--- src/rtl/switch_debounce_sync.sv ---
// switch_debounce_sync
// Takes asynchronous board switch/button levels into clk, debounces each
// channel independently and presents registered clean levels, one-cycle
// change pulses and an overall "nothing is settling" status flag.
module switch_debounce_sync #(
  parameter int N_CH            = 3,
  parameter int SYNC_STAGES     = 2,
  parameter int DEBOUNCE_CYCLES = 1000000
) (
  input  logic            clk,
  input  logic            rst,
  input  logic [N_CH-1:0] sw_raw,
  output logic [N_CH-1:0] sw_clean,
  output logic [N_CH-1:0] sw_changed,
  output logic            all_stable
);

  // Counter only has to reach DEBOUNCE_CYCLES-1; keep at least one bit so
  // the degenerate DEBOUNCE_CYCLES==1 build still has a legal vector.
  localparam int CW = (DEBOUNCE_CYCLES > 1) ? $clog2(DEBOUNCE_CYCLES) : 1;
  localparam logic [CW-1:0] CNT_ONE  = CW'(1);
  localparam logic [CW-1:0] CNT_LAST = CW'(DEBOUNCE_CYCLES - 1);

  typedef enum logic {
    ST_STABLE   = 1'b0,
    ST_COUNTING = 1'b1
  } state_t;

  logic [N_CH-1:0] ch_stable;

  for (genvar gi = 0; gi < N_CH; gi++) begin : g_ch
    logic [SYNC_STAGES-1:0] sync_q;
    logic [SYNC_STAGES-1:0] sync_d;
    state_t                 state_q;
    state_t                 state_d;
    logic [CW-1:0]          cnt_q;
    logic [CW-1:0]          cnt_d;
    logic                   clean_q;
    logic                   clean_d;
    logic                   changed_q;
    logic                   changed_d;
    logic                   syn;

    // Synchronised level: last stage of the chain, the only thing the FSM looks at.
    assign syn = sync_q[SYNC_STAGES-1];

    // Shift chain: stage 0 captures the raw pin, each later stage follows the previous one.
    always_comb begin
      sync_d = {sync_q[SYNC_STAGES-2:0], sw_raw[gi]};
    end

    // Debounce FSM next-state: count consecutive mismatch cycles, accept once
    // the run is long enough, abandon the run on any match (bounce).
    always_comb begin
      state_d   = state_q;
      cnt_d     = cnt_q;
      clean_d   = clean_q;
      changed_d = 1'b0;
      case (state_q)
        ST_STABLE: begin
          cnt_d = '0;
          if (syn != clean_q) begin
            if (DEBOUNCE_CYCLES == 1) begin
              // A single mismatch cycle is already enough: accept immediately.
              clean_d   = syn;
              changed_d = 1'b1;
            end else begin
              cnt_d   = CNT_ONE;
              state_d = ST_COUNTING;
            end
          end
        end
        ST_COUNTING: begin
          if (syn == clean_q) begin
            // Level went back before the run completed: drop it silently.
            cnt_d   = '0;
            state_d = ST_STABLE;
          end else if (cnt_q == CNT_LAST) begin
            // Checked before incrementing so the counter never wraps.
            clean_d   = syn;
            changed_d = 1'b1;
            cnt_d     = '0;
            state_d   = ST_STABLE;
          end else begin
            cnt_d = cnt_q + CNT_ONE;
          end
        end
        default: begin
          cnt_d   = '0;
          state_d = ST_STABLE;
        end
      endcase
    end

    // State registers; reset wins over any count in progress.
    always_ff @(posedge clk) begin
      if (rst) begin
        sync_q    <= '0;
        state_q   <= ST_STABLE;
        cnt_q     <= '0;
        clean_q   <= 1'b0;
        changed_q <= 1'b0;
      end else begin
        sync_q    <= sync_d;
        state_q   <= state_d;
        cnt_q     <= cnt_d;
        clean_q   <= clean_d;
        changed_q <= changed_d;
      end
    end

    assign sw_clean[gi]   = clean_q;
    assign sw_changed[gi] = changed_q;
    assign ch_stable[gi]  = (state_q == ST_STABLE);
  end

  // Status: high only when no channel is part-way through a mismatch run.
  assign all_stable = &ch_stable;

endmodule
--- config.mk ---
export PLATFORM = sky130hd
export DESIGN_NAME = switch_debounce_sync
export DESIGN_NICKNAME = d
export VERILOG_FILES = /design/src/rtl/switch_debounce_sync.sv
export SDC_FILE = /design/constraint.sdc
export NUM_CORES = 1
export LEC_CHECK = 0
export CAP_MARGIN = 5
export CORE_UTILIZATION = 40
export DETAILED_ROUTE_END_ITERATION = 12
export HOLD_SLACK_MARGIN = 0.05
export PLACE_DENSITY = 0.64
export SLEW_MARGIN = 20
export SYNTH_ARGS = -nofsm -noshare
export SYNTH_HDL_FRONTEND = slang
export SYNTH_SLANG_ARGS = --single-unit
--- constraint.sdc ---
create_clock -name clk -period 4.3 [get_ports clk]
set_input_delay 0.86 -clock clk [delete_from_list [all_inputs] [get_ports clk]]
set_output_delay 0.86 -clock clk [all_outputs]
set_load 0.005 [all_outputs]
==> results by group <==
Power and ir drop
  • Clk pwr share: 42.8%
  • Gate power share: 1.1%
  • Switching Share: 21.1%
  • Pwr per Cell Area: between 300 and 400 nW/um^2
  • Psw: about 260 uW
  • Int Pwr: 987 uW
  • Reg power frac: 56.1%
  • Peak VDD IR: 0.165 mV
  • Pleak: 0.00101 uW

Logic synthesis
  • XOR/XNOR share of the synthesized area: roughly a tenth
  • Synth top area cells: dfxtp_1 (46%), xnor2_1 (6.9%), nor2_1 (4.7%)
  • Synth Area in Compound Gates: 9.72%
  • Yosys warns: 0
  • Seq/Total Area, Yosys: ~46%
  • Post-synth top cells: dfxtp_1 (75), nor2_1 (41), a21oi_1 (26), xnor2_1 (26), nand3_1 (23)
  • Predominant post-synthesis flop cell: dfxtp_1
  • Post-Synth Adder-Cell Area: under 10%
  • Largest family of logic cells by synthesized area: simple AND/OR/NAND/NOR gates
  • Post-Syn Area: 3300 um^2
  • Most common cell in the netlist: dfxtp_1
  • Post-synth top area share: between 40 and 50%
  • Syn avg cell area: roughly 8.7 um^2
  • Post-synth EDFFs: 0
  • Number of synthesized register bits: 75
  • Simple-gate share of the synthesized area: approximately 29%
  • Distinct cell type count after synthesis: 39
  • Mux contribution to synthesized area: 0%
  • Area leader, netlist: dfxtp_1
  • Asr flop ratio synth: 0%
  • Syn_nets: between 300 and 400
  • Synthesized instance count: 380

CTS
  • Num CTS Buffers: 9
  • H-tree Lvls: 3
  • Clock buffer depth: 2
  • Clk pin slew, worst setup/hold paths: 0.08 ns
  • Worst-Skew Late Latency: approximately 0.35 ns
  • Hold buffers post-CTS: 0
  • # Post-CTS Setup Buffers: 0
  • Clock Sinks: 75
  • CTS root buf: clkbuf_8
  • CTS tree: yes
  • Post-CTS resize count: 0

Placement
  • Pre-CTS WS: about 1.6 ns
  • HPWL Detailed: about 4.3 mm
  • Port Buffers: 11
  • Routability cong.: 0.778

Global route
  • Grt ovf: 0
  • Gr usage total: between 10% and 20%
  • Global-route wire length before repair: 10.3 mm
  • Largest net degree at the start of global routing: 20
  • Initial antenna violation count: 0
  • Vias in the first global route: 2281

Routing
  • DR WL met2: roughly 2.8 mm
  • Met3 WL: 222 um
  • Via density: 5.26
  • Final ANT Viol Nets: 0
  • Total number of vias: roughly 2.6k
  • Routed wire length: roughly 6.2 mm
  • Drt first pass iters: 4
  • Iter 0 DRT Violations: 69
  • Residual DRC count: 0
  • Max Used Layer: met4
  • Drt wl/cell: 12.5 um
  • M1 wire length: 3.03 mm

Floorplan
  • Die extent in x: 92.8 um
  • I/O pins: 12
  • Die ar.: 8610 um^2
  • Die height: 92.8 um
  • Starting Density: 42.0%
  • # rows: 32
  • Core area: 7850 um^2

Run
  • # Max-Cap Violations: 0

Timing
  • Slew Viols, Final: 0
  • Slew of the pin with the lowest slew margin: around 0.91 ns
  • RSZ-0062 raised after global routing: false
  • Slew headroom: 39.6%
  • Setup TNS: 0 ns
  • Max Freq: roughly 0.4 GHz
  • Final WS setup: 1.81 ns
  • Tmin final: 2.49 ns
  • Final setup fails: 0
  • Final Hold Vio Count: 0
  • Setup Skew: 0.0105 ns
  • Part of the cycle the worst path needs: 57.9%

Setup path
  • R2R Setup Slk: 1.81 ns
  • Worst Setup SP: g_ch[2].cnt_q[0]
  • CP Class: reg -> reg
  • CP Launch Type: flip-flop
  • R2R cell count: 5
  • RR Startpoint: g_ch[2].cnt_q[0]
  • R2R Path End: g_ch[2].cnt_q[3]
  • CP Max Fanout: 19
  • Crit path capture type: flip-flop
  • WP data arrival: 2.69 ns
  • Critical path capture point: g_ch[2].cnt_q[3]
  • Worst endpoint required time: 4.50 ns

Hold path
  • Hold Crit Class: reg -> reg

Finish
  • Layout cells sized above 1: under 10%
  • # diodes: 0
  • Area grow syn2layout: 10.1%
  • Layout fillers: 792
  • Layout Nets: ~400

Run status
  • Status: complete, no violations
[metrics by stage]
step	area [um^2]	power [uW]	hold slack (ns)	std cells	util, %
after detailed placement	3440	732	0.427	477	43.8
after global placement	3440	732	0.420	477	43.8
after CTS	3630	1270	0.448	493	46.3
after floorplan	3300	724	0.414	380	-
final	3630	1250	0.450	493	46.3
after global routing	3630	1300	0.465	493	46.3
[worst min path at each step]
| stage | startpoint | endpoint | slack (ns) | cells after the start |
|---|---|---|---|---|
| after detailed placement | g_ch[0].sync_q[0] | g_ch[0].sync_q[1] | 0.43 | 1 |
| final | g_ch[2].sync_q[0] | g_ch[2].sync_q[1] | 0.45 | 1 |
| after global routing | g_ch[1].sync_q[0] | g_ch[1].sync_q[1] | 0.47 | 1 |
| after floorplan | g_ch[0].sync_q[0] | g_ch[0].sync_q[1] | 0.41 | 1 |
| after global placement | g_ch[0].sync_q[0] | g_ch[0].sync_q[1] | 0.42 | 1 |
| after CTS | g_ch[0].sync_q[0] | g_ch[0].sync_q[1] | 0.45 | 1 |
[metal layers]
metal	global-route usage, %	up-vias
met3	5.17	8
met1	18.8	1205
met5	0	-
met2	24.0	31
met4	5.51	0
li1	-	1349
[worst max-delay path, stage by stage (launching register included)]
cell and delay [ns]:
dfxtp_1 0.39, ha_1 0.20, nand3_1 0.26, or4_4 0.63, o2111ai_2 0.74, nor2_1 0.11
[area by class of cell]
| class | count | area [um^2] | share of cell area [%] |
|---|---|---|---|
| Multi-Input combinational cell | 271 | 1630 | 44.9 |
| Sequential cell | 75 | 1500 | 41.4 |
| Clock buffer | 11 | 141 | 3.89 |
| Tap cell | 102 | 128 | 3.51 |
| Timing Repair Buffer | 11 | 110 | 3.03 |
| Inverter | 18 | 67.6 | 1.86 |
| Clock inverter | 5 | 52.6 | 1.45 |
[layout by cell type (no fill, tap or decap), drive strengths merged, types with 2 or more instances in the layout]
master / instances
and4: 4
nand2: 22
dfxtp: 75
inv: 18
o21ai: 19
nor2: 41
clkinv: 3
or4: 14
nor4: 5
o31ai: 4
a21oi: 26
or3: 17
clkdlybuf4s50: 11
and3: 2
xnor2: 26
ha: 3
nor3: 14
nor2b: 7
a21o: 4
xor2: 10
nand3: 25
a31oi: 2
nor4b: 5
clkbuf: 11
nand4: 13
[power groups by stage]
| stage | clock network [uW] | registers, uW | logic [uW] |
|---|---|---|---|
| finish | 535 | 701 | 14.1 |
| global route | 580 | 702 | 15.7 |
| CTS | 552 | 701 | 14.3 |
| detailed placement | 0 | 717 | 14.2 |
| global placement | 0 | 717 | 14.3 |
| floorplan | 0 | 717 | 7.75 |
[flip-flops by register name (all words and copies together) (netlist names)]
name	cells
g_ch.changed_q	3
g_ch.clean_q	3
g_ch.cnt_q	60
g_ch.state_q	3
g_ch.sync_q	6
[kinds of logic after synthesis]
kind of cell	Yosys count
buf+inv	34
xor+xnor	36
simple gates	175
flops	75
fa+ha+maj	3
compound gates	57
Power figures use the tool's default switching activity.
